**config.mk**
```make
export PLATFORM = sky130hd
export DESIGN_NAME = parity_serial_rx_flat
export DESIGN_NICKNAME = d
export VERILOG_FILES = /design/src/rtl/parity_serial_rx_if.sv /design/src/rtl/parity_serial_rx.sv /design/src/flat_wrapper.sv
export SDC_FILE = /design/constraint.sdc
export NUM_CORES = 1
export LEC_CHECK = 0
export BUFFER_PORTS_ARGS = -buffer_cell sky130_fd_sc_hd__buf_2
export CORE_UTILIZATION = 60
export DETAILED_ROUTE_END_ITERATION = 10
export HOLD_SLACK_MARGIN = 0.15
export PLACE_DENSITY_LB_ADDON = 0.25
export SLEW_MARGIN = 0
export SYNTH_ARGS = -nofsm -noshare
export SYNTH_HDL_FRONTEND = slang
export SYNTH_SLANG_ARGS = --single-unit
```
**constraint.sdc**
```tcl
create_clock -name clk -period 2.9 [get_ports clk]
set_input_delay 0.29 -clock clk [delete_from_list [all_inputs] [get_ports clk]]
set_output_delay 0.29 -clock clk [all_outputs]
set_load 0.1 [all_outputs]
```
**src/rtl/parity_serial_rx_if.sv**
```systemverilog
// Serial receive bundle: the line in, and the decoded byte with its status flags out.
// The master drives the line; the slave (receiver) reports completed frames.
interface parity_serial_rx_if;
  logic       rx;
  logic [7:0] data_out;
  logic       valid;
  logic       parity_err;
  logic       frame_err;
  logic       busy;

  modport master (
    output rx,
    input  data_out,
    input  valid,
    input  parity_err,
    input  frame_err,
    input  busy
  );

  modport slave (
    input  rx,
    output data_out,
    output valid,
    output parity_err,
    output frame_err,
    output busy
  );
endinterface

```
**src/rtl/parity_serial_rx.sv**
```systemverilog
// 8-bit LSB-first serial receiver with one parity bit and one stop bit, sampled mid-bit.
// Result registers update one clock after the stop-bit sample; no backpressure, valid is a single-cycle pulse.
module parity_serial_rx #(
  parameter int CLKS_PER_BIT = 4,
  parameter int PARITY_ODD   = 0
) (
  input  logic              clk,
  input  logic              rst_n,
  parity_serial_rx_if.slave bus
);

  localparam int         CW          = $clog2(CLKS_PER_BIT);
  localparam logic [CW-1:0] BIT_RELOAD  = CW'(CLKS_PER_BIT - 1);
  localparam logic [CW-1:0] HALF_RELOAD = CW'(CLKS_PER_BIT / 2 - 1);
  localparam logic       ODD         = (PARITY_ODD != 0);

  typedef enum logic [2:0] {
    IDLE   = 3'd0,
    START  = 3'd1,
    DATA   = 3'd2,
    PARITY = 3'd3,
    STOP   = 3'd4,
    BREAK  = 3'd5
  } state_e;

  state_e        state_q;
  logic [CW-1:0] cnt_q;
  logic [2:0]    bit_idx_q;
  logic [7:0]    shift_q;
  logic          par_err_q;
  logic          armed_q;
  logic [7:0]    data_q;
  logic          valid_q;
  logic          perr_q;
  logic          ferr_q;
  logic          busy_q;

  logic          bit_tick;
  logic [7:0]    shift_d;
  logic          par_err_d;

  assign bit_tick  = (cnt_q == '0);
  assign shift_d   = {bus.rx, shift_q[7:1]};
  assign par_err_d = (^shift_q) ^ bus.rx ^ ODD;

  // armed_q blocks a start detect until the line has been seen idle after reset,
  // so a low line at reset release is not mistaken for a start bit.
  always_ff @(posedge clk or negedge rst_n) begin
    if (!rst_n) begin
      state_q   <= IDLE;
      cnt_q     <= '0;
      bit_idx_q <= '0;
      shift_q   <= '0;
      par_err_q <= 1'b0;
      armed_q   <= 1'b0;
      data_q    <= '0;
      valid_q   <= 1'b0;
      perr_q    <= 1'b0;
      ferr_q    <= 1'b0;
      busy_q    <= 1'b0;
    end else begin
      valid_q <= 1'b0;
      if (bus.rx) begin
        armed_q <= 1'b1;
      end

      case (state_q)
        IDLE: begin
          if (armed_q && !bus.rx) begin
            state_q <= START;
            cnt_q   <= HALF_RELOAD;
            busy_q  <= 1'b1;
          end
        end

        START: begin
          if (bit_tick) begin
            if (bus.rx) begin
              state_q <= IDLE;
              cnt_q   <= '0;
              busy_q  <= 1'b0;
            end else begin
              state_q <= DATA;
              cnt_q   <= BIT_RELOAD;
            end
          end else begin
            cnt_q <= cnt_q - 1'b1;
          end
        end

        // The 3-bit index rolls over to zero on the eighth bit, ready for the next frame.
        DATA: begin
          if (bit_tick) begin
            shift_q   <= shift_d;
            cnt_q     <= BIT_RELOAD;
            bit_idx_q <= bit_idx_q + 3'd1;
            if (bit_idx_q == 3'd7) begin
              state_q <= PARITY;
            end
          end else begin
            cnt_q <= cnt_q - 1'b1;
          end
        end

        PARITY: begin
          if (bit_tick) begin
            par_err_q <= par_err_d;
            cnt_q     <= BIT_RELOAD;
            state_q   <= STOP;
          end else begin
            cnt_q <= cnt_q - 1'b1;
          end
        end

        STOP: begin
          if (bit_tick) begin
            data_q  <= shift_q;
            perr_q  <= par_err_q;
            ferr_q  <= !bus.rx;
            valid_q <= 1'b1;
            cnt_q   <= '0;
            if (bus.rx) begin
              state_q <= IDLE;
              busy_q  <= 1'b0;
            end else begin
              state_q <= BREAK;
            end
          end else begin
            cnt_q <= cnt_q - 1'b1;
          end
        end

        BREAK: begin
          if (bus.rx) begin
            state_q <= IDLE;
            busy_q  <= 1'b0;
          end
        end

        default: begin
          state_q <= IDLE;
          cnt_q   <= '0;
          busy_q  <= 1'b0;
        end
      endcase
    end
  end

  assign bus.data_out   = data_q;
  assign bus.valid      = valid_q;
  assign bus.parity_err = perr_q;
  assign bus.frame_err  = ferr_q;
  assign bus.busy       = busy_q;

endmodule

```
**src/flat_wrapper.sv**
```systemverilog
// flat-port wrapper written by rule: the top's interface ports become plain ports
module parity_serial_rx_flat 
#(
  parameter int CLKS_PER_BIT = 4,
  parameter int PARITY_ODD   = 0
)
  (clk, rst_n, bus_rx, bus_data_out, bus_valid, bus_parity_err, bus_frame_err, bus_busy);
  parity_serial_rx_if bus_i ();
  input  logic clk;
  input  logic rst_n;
  input wire logic [$bits(bus_i.rx)-1:0] bus_rx;
  output wire logic [$bits(bus_i.data_out)-1:0] bus_data_out;
  output wire logic [$bits(bus_i.valid)-1:0] bus_valid;
  output wire logic [$bits(bus_i.parity_err)-1:0] bus_parity_err;
  output wire logic [$bits(bus_i.frame_err)-1:0] bus_frame_err;
  output wire logic [$bits(bus_i.busy)-1:0] bus_busy;
  assign bus_i.rx = bus_rx;
  assign bus_data_out = bus_i.data_out;
  assign bus_valid = bus_i.valid;
  assign bus_parity_err = bus_i.parity_err;
  assign bus_frame_err = bus_i.frame_err;
  assign bus_busy = bus_i.busy;
  parity_serial_rx #(.CLKS_PER_BIT(CLKS_PER_BIT), .PARITY_ODD(PARITY_ODD)) u_core (.clk(clk), .rst_n(rst_n), .bus(bus_i));
endmodule
```
# --- After elaboration in Yosys (flattened, before gate mapping) ---
# Cells that the tools add are included.
# Widths: inputs -> output; s select.
totals:
  regBits: 30
  latch_bits: 0
  mem_bits_rw: 0
  romBits: 0
  inputBits: 3
  output_inout_bits: 12
  word_cells: 65
  mem_count: 0
op_classes:
  addsub: 2
  n_mul: 0
  div: 0
  order_cmp: 0
  eq_ne: 14
  shift: 0
  muxes: 22
  bitwise: 3
  n_reduce_logical: 13
ops:
  columns: ["operator", "n"]
  rows:
  - ["$mux 3", 8]
  - ["$pmux 3 s6", 1]
  - ["$ne 2x1->1 const B", 7]
  - ["$mux 2", 6]
  - ["$pmux 2 s5", 1]
  - ["$eq 3x3->1 const B", 3]
  - ["$reduce_and 2->1", 4]
  - ["$reduce_xor 8->1", 1]
  - ["$reduce_and 7->1", 1]
  - ["$eq 3x2->1 const B", 2]
  - ["$mux 1", 5]
  - ["$pmux 1 s4", 1]
  - ["$reduce_or 2->1", 2]
  - ["$add 3x1->3 const B", 1]
  - ["$eq 3x1->1 const B", 1]
  - ["$logic_not 3->1", 1]
  - ["$reduce_and 3->1", 1]
  - ["$logic_not 2->1", 1]
  - ["$ne 2x2->1 const B", 1]
  - ["$not 1->1", 2]
  - ["$sub 2x1->2 const B", 1]
  - ["$logic_and 1x1->1", 1]
  - ["$logic_not 1->1", 1]
  - ["$xor 1x1->1", 1]

# --- Logic depth before layout (Yosys ltp) ---
logic_depth:
  word_depth: 4
  depth_mapped: 7
  mapped_depth_nobuf: 6

# --- Worst setup path after synthesis ---
# No wires, ideal clock.
synth_path:
  path_kind: "register to register"
  from: "reg u_core.cnt_q[0]"
  to: "reg u_core.bit_idx_q[1]"
  arrival_time_ns: 1.400
  required_time_ns: 2.775
  setup_slack_ns: 1.376
  stages_incl_launch_ff: 7
  cell_sequence: "dfrtp_1 -> inv_1 -> ha_1 -> nand2_1 -> nor2_1 -> buf_4 -> mux2_2"
synth_via:
  elab_chain_cells: 2
synth_lines:
  columns: ["item", "line_no", "text"]
  rows:
  - ["start: declaration", "parity_serial_rx.sv:27", "logic [CW-1:0] cnt_q;"]
  - ["start signal: assignment", "parity_serial_rx.sv:87", "cnt_q <= cnt_q - 1'b1;"]
  - ["start signal: assignment", "parity_serial_rx.sv:101", "cnt_q <= cnt_q - 1'b1;"]
  - ["start signal: assignment", "parity_serial_rx.sv:111", "cnt_q <= cnt_q - 1'b1;"]
  - ["$logic_not 2->1", "parity_serial_rx.sv:42", "assign bit_tick = (cnt_q == '0);"]
  - ["$reduce_and 2->1 (no line)", null, null]
  - ["end signal: assignment", "parity_serial_rx.sv:96", "bit_idx_q <= bit_idx_q + 3'd1;"]
  - ["end: declaration", "parity_serial_rx.sv:28", "logic [2:0] bit_idx_q;"]
# Every way passes these cells.
# A chain may end at the register's enable or synchronous reset.

# --- Worst setup path in the final report ---
layout_path:
  from: "reg u_core.state_q[1]"
  to: "reg u_core.shift_q[7]"
layout_via:
  elab_chain_cells: 2
layout_lines:
  columns: ["item", "line_no", "text"]
  rows:
  - ["start: declaration", "parity_serial_rx.sv:26", "state_e state_q;"]
  - ["start signal: assignment", "parity_serial_rx.sv:50", "state_q <= IDLE;"]
  - ["start signal: assignment", "parity_serial_rx.sv:70", "state_q <= START;"]
  - ["start signal: assignment", "parity_serial_rx.sv:79", "state_q <= IDLE;"]
  - ["$eq 3x2->1", "parity_serial_rx.sv:67", "case (state_q)"]
  - ["$reduce_and 2->1 (no line)", null, null]
  - ["end signal: assignment", "parity_serial_rx.sv:94", "shift_q <= shift_d;"]
  - ["end: declaration", "parity_serial_rx.sv:29", "logic [7:0] shift_q;"]
# Every way passes these cells.

==> load_flow_metrics.sql <==
INSERT INTO impl_metrics (metric_group, metric, value, unit) VALUES
('pwr', 'power_density', '1187', 'mW/mm^2'),
('route', 'drt_iter0_drc', '26', ''),
('clock_tree', 'cts_clk_pin_slew_worst_paths', '0.09', 'ns'),
('clock_tree', 'cts_repair_resize_count', '0', ''),
('timing', 'timing.final.hold_violations', '0', ''),
('floorplanning', 'coreArea', '0.002255', 'sq mm'),
('logic_synthesis', 'postSynthRegisterBits', '30', ''),
('logic_synthesis', 'seq_area_frac_synth', '51.59', '%'),
('critical_path', 'worst_ep_arrival_time', '1.99', 'ns'),
('clock_tree', 'tritoncts.num_buffers', '5', ''),
('logic_synthesis', 'dominant_cells_by_area_after_synthesis', 'dfrtp_1 (52%), mux2_2 (8.5%), nand2_1 (8.3%)', ''),
('clock_tree', 'cts.path.max_buffers', '2', ''),
('logic_synthesis', 'syn_area', '0.001455', 'sq mm'),
('route', 'drc_errors', '0', ''),
('route', 'wirelength', '2.538', 'mm'),
('timing', 'grt_setup_unrepaired', 'false', ''),
('logic_synthesis', 'synth.distinct_cells', '31', ''),
('route', 'route.detailed.wl_per_inst', '13.65', 'microns'),
('logic_synthesis', 'syn_inst', '140', ''),
('finish', 'num-nets-final', '166', ''),
('clock_tree', 'post_cts_buffers', '0', ''),
('clock_tree', 'clock-root-buffer', 'clkbuf_4', ''),
('critical_path', 'critical_path_peak_fanout', '12', ''),
('critical_path', 'worstPathRequired', '3.12', 'ns'),
('global_routing', 'grt_overflow_total', '0', ''),
('logic_synthesis', 'synth.most_common_cell', 'nand2_1', ''),
('logic_synthesis', 'synth.top_cell.area_share', '51.59', '%'),
('place', 'hpwl', '1.731', 'mm'),
('clock_tree', 'tritoncts', 'done', ''),
('finish', 'instances_no_fill', '186', ''),
('pwr', 'static_leakage', '0.0008277', 'uW'),
('route', 'drtAntennaViolNets', '0', ''),
('logic_synthesis', 'synth_top_area_cell', 'dfrtp_1', ''),
('clock_tree', 'clk_latency_worst_skew_pair', '0.33', 'ns'),
('logic_synthesis', 'synth.yosys.warnings', '0', ''),
('hold_path', 'min_path_type', 'primary input to flop', ''),
('global_routing', 'first_global_vias', '961', ''),
('floorplanning', 'floorplan.die.width', '51.25', 'microns'),
('logic_synthesis', 'avgSynthCellArea', '10.39', 'sq um'),
('global_routing', 'grt_max_degree', '31', ''),
('timing', 'period_share', '61.04', '%'),
('place', 'port_buffers', '14', ''),
('timing', 'setup-tns-final', '0', 'ns'),
('floorplanning', 'rows', '17', ''),
('global_routing', 'grt_util_all_layers', '23.60', '%'),
('place', 'preCtsSetupSlack', '1.162', 'ns'),
('finish', 'flow.area_growth_from_synthesis', '10.75', '%'),
('route', 'via_per_inst', '5.586', ''),
('floorplanning', 'effective_utilization_at_floorplan', '64.54', '%'),
('critical_path', 'critPathKind', 'flop to flop', ''),
('floorplanning', 'dieHeight', '51.25', 'microns'),
('pwr', 'power', '1913', 'uW'),
('floorplanning', 'pin_count', '15', ''),
('critical_path', 'critPathCaptureType', 'flop', ''),
('logic_synthesis', 'synth_enable_flop_cells', '0', ''),
('place', 'placed_cells', '177', ''),
('timing', 'final.min_clock_period', '1.770', 'ns'),
('clock_tree', 'cts_htree_levels', '2', ''),
('clock_tree', 'postCtsHoldBufs', '1', ''),
('timing', 'timing.final.ws_setup', '1.130', 'ns'),
('critical_path', 'critical_path.startpoint_type', 'flop', ''),
('route', 'first_pass_iteration_count_of_the_detailed_router', '4', ''),
('global_routing', 'number_of_antenna_violations_at_the_first_check_in_global_routing', '0', ''),
('finish', 'share_of_post_route_cells_with_drive_strength_above_1', '22.15', '%'),
('pwr', 'vdd_drop_max', '703.6', 'uV'),
('logic_synthesis', 'ys_async_sr_fraction', '100.0', '%'),
('floorplanning', 'floorplan.die_area', '0.002626', 'sq mm'),
('timing', 'timing_max_transition_violations_final', '0', ''),
('run', 'drv_cap', '0', ''),
('logic_synthesis', 'synthFlopType', 'dfrtp_1', ''),
('outcome', 'run_status', 'completed', ''),
('timing', 'max_slew_margin', '56.87', '%'),
('finish', 'antennaDiodeCount', '0', ''),
('timing', 'worstMarginPinSlew', '0.6469', 'ns'),
('logic_synthesis', 'synth_fp_nets', '149', ''),
('timing', 'max_freq', '564.9', 'MHz'),
('clock_tree', 'cts_num_sinks', '30', ''),
('logic_synthesis', 'ys_top_cells_by_count', 'nand2_1 (32), dfrtp_1 (30), mux2_2 (11)', ''),
('global_routing', 'grt_pass1_wl', '4.388', 'mm'),
('timing', 'finClkSkew', '0.009458', 'ns'),
('timing', 'final-setup-viol-count', '0', ''),
('place', 'place_congestion', '0.8178', ''),
('route', 'via_count', '1039', '');
-- final timing paths --
| check | startpoint | to | slack [ns] | cells past startpoint |
|---|---|---|---|---|
| hold / removal | bus_rx | u_core.bus.frame_err | 0.32 | 2 |
| setup / recovery | u_core.state_q[1] | u_core.shift_q[7] | 1.13 | 5 |
| min in group asynchronous | rst_n | u_core.cnt_q[1] | 0.51 | 2 |
| hold reg to reg | u_core.bus.parity_err | u_core.bus.parity_err | 0.47 | 2 |
| max in group asynchronous | rst_n | u_core.bus.data_out[7] | 1.96 | 2 |
| setup reg to reg | u_core.state_q[1] | u_core.shift_q[7] | 1.13 | 5 |
-- routing by layer --
metal / GRT usage [%] / vias to the layer above / share of wire (%)
met5: 0 / - / 0
met4: 10.81 / 0 / 2.3
met3: 8.036 / 8 / 4.5
met2: 34.43 / 31 / 46
met1: 31.64 / 493 / 47
li1: - / 507 / -
-- metrics by stage --
step	cell area, sq um	hold slack, ns	util, %
2_1_floorplan	1455	-0.005591	-
3_3_place_gp	1541	0.3467	68.37
3_5_place_dp	1541	0.3543	68.37
4_1_cts	1612	0.3185	71.48
5_1_grt	1612	0.3131	71.48
6_report	1612	0.3239	71.48
-- sequential cells by signal (all words and copies together), names as in the netlist --
register	count
u_core.armed_q	1
u_core.shift_q	8
u_core.bus.parity_err	1
u_core.bus.busy	1
u_core.bit_idx_q	3
u_core.state_q	3
u_core.par_err_q	1
u_core.bus.data_out	8
u_core.bus.frame_err	1
u_core.cnt_q	2
u_core.bus.valid	1
-- cell type report --
type                            instances  area, sq um
Clock buffer                            7        55.05
Clock inverter                          1        5.005
Fill cell                             184        643.1
Inverter                                4        15.01
Multi-Input combinational cell         99        655.6
Sequential cell                        30        750.7
Tap cell                               28        35.03
Timing Repair Buffer                   17        95.09
-- cells in the final DEF, fill, tap and decap left out, types with 3 or more instances in the layout --
cell type  count
o21ai_0        6
nor2b_1        4
mux2_2        11
dfrtp_1       30
nand3_1        4
nor2_1         8
xnor2_1        5
buf_2         14
inv_1          3
nand2_1       32
clkbuf_4       5
a21oi_1        3
ha_1           6
-- worst max-delay path, cell delays in order, from the launching register on --
cell     delay (ns)
dfrtp_1        0.54
nor2b_1        0.39
nand2_1        0.09
nor2_1         0.09
buf_4          0.20
mux2_2         0.35
-- where the power goes --
part           internal (uW)  switching, uW
Sequential               555            154
Clock                    117            138
Combinational            350            599
Total                   1020            891
-- cell families (layout without fill, tap and decap cells) --
group	Yosys count	after routing	synth area share (%)
AOI/OAI and AO/OA	17	17	7.825
buffers and inverters	11	29	3.353
xor gates and xnor gates	8	8	5.761
DFF	30	30	51.59
muxes	13	13	9.888
adders and majority gates	6	6	5.159
and+or+nand+nor	55	55	16.42
Note: power is estimated with default switching activity, not from simulation.
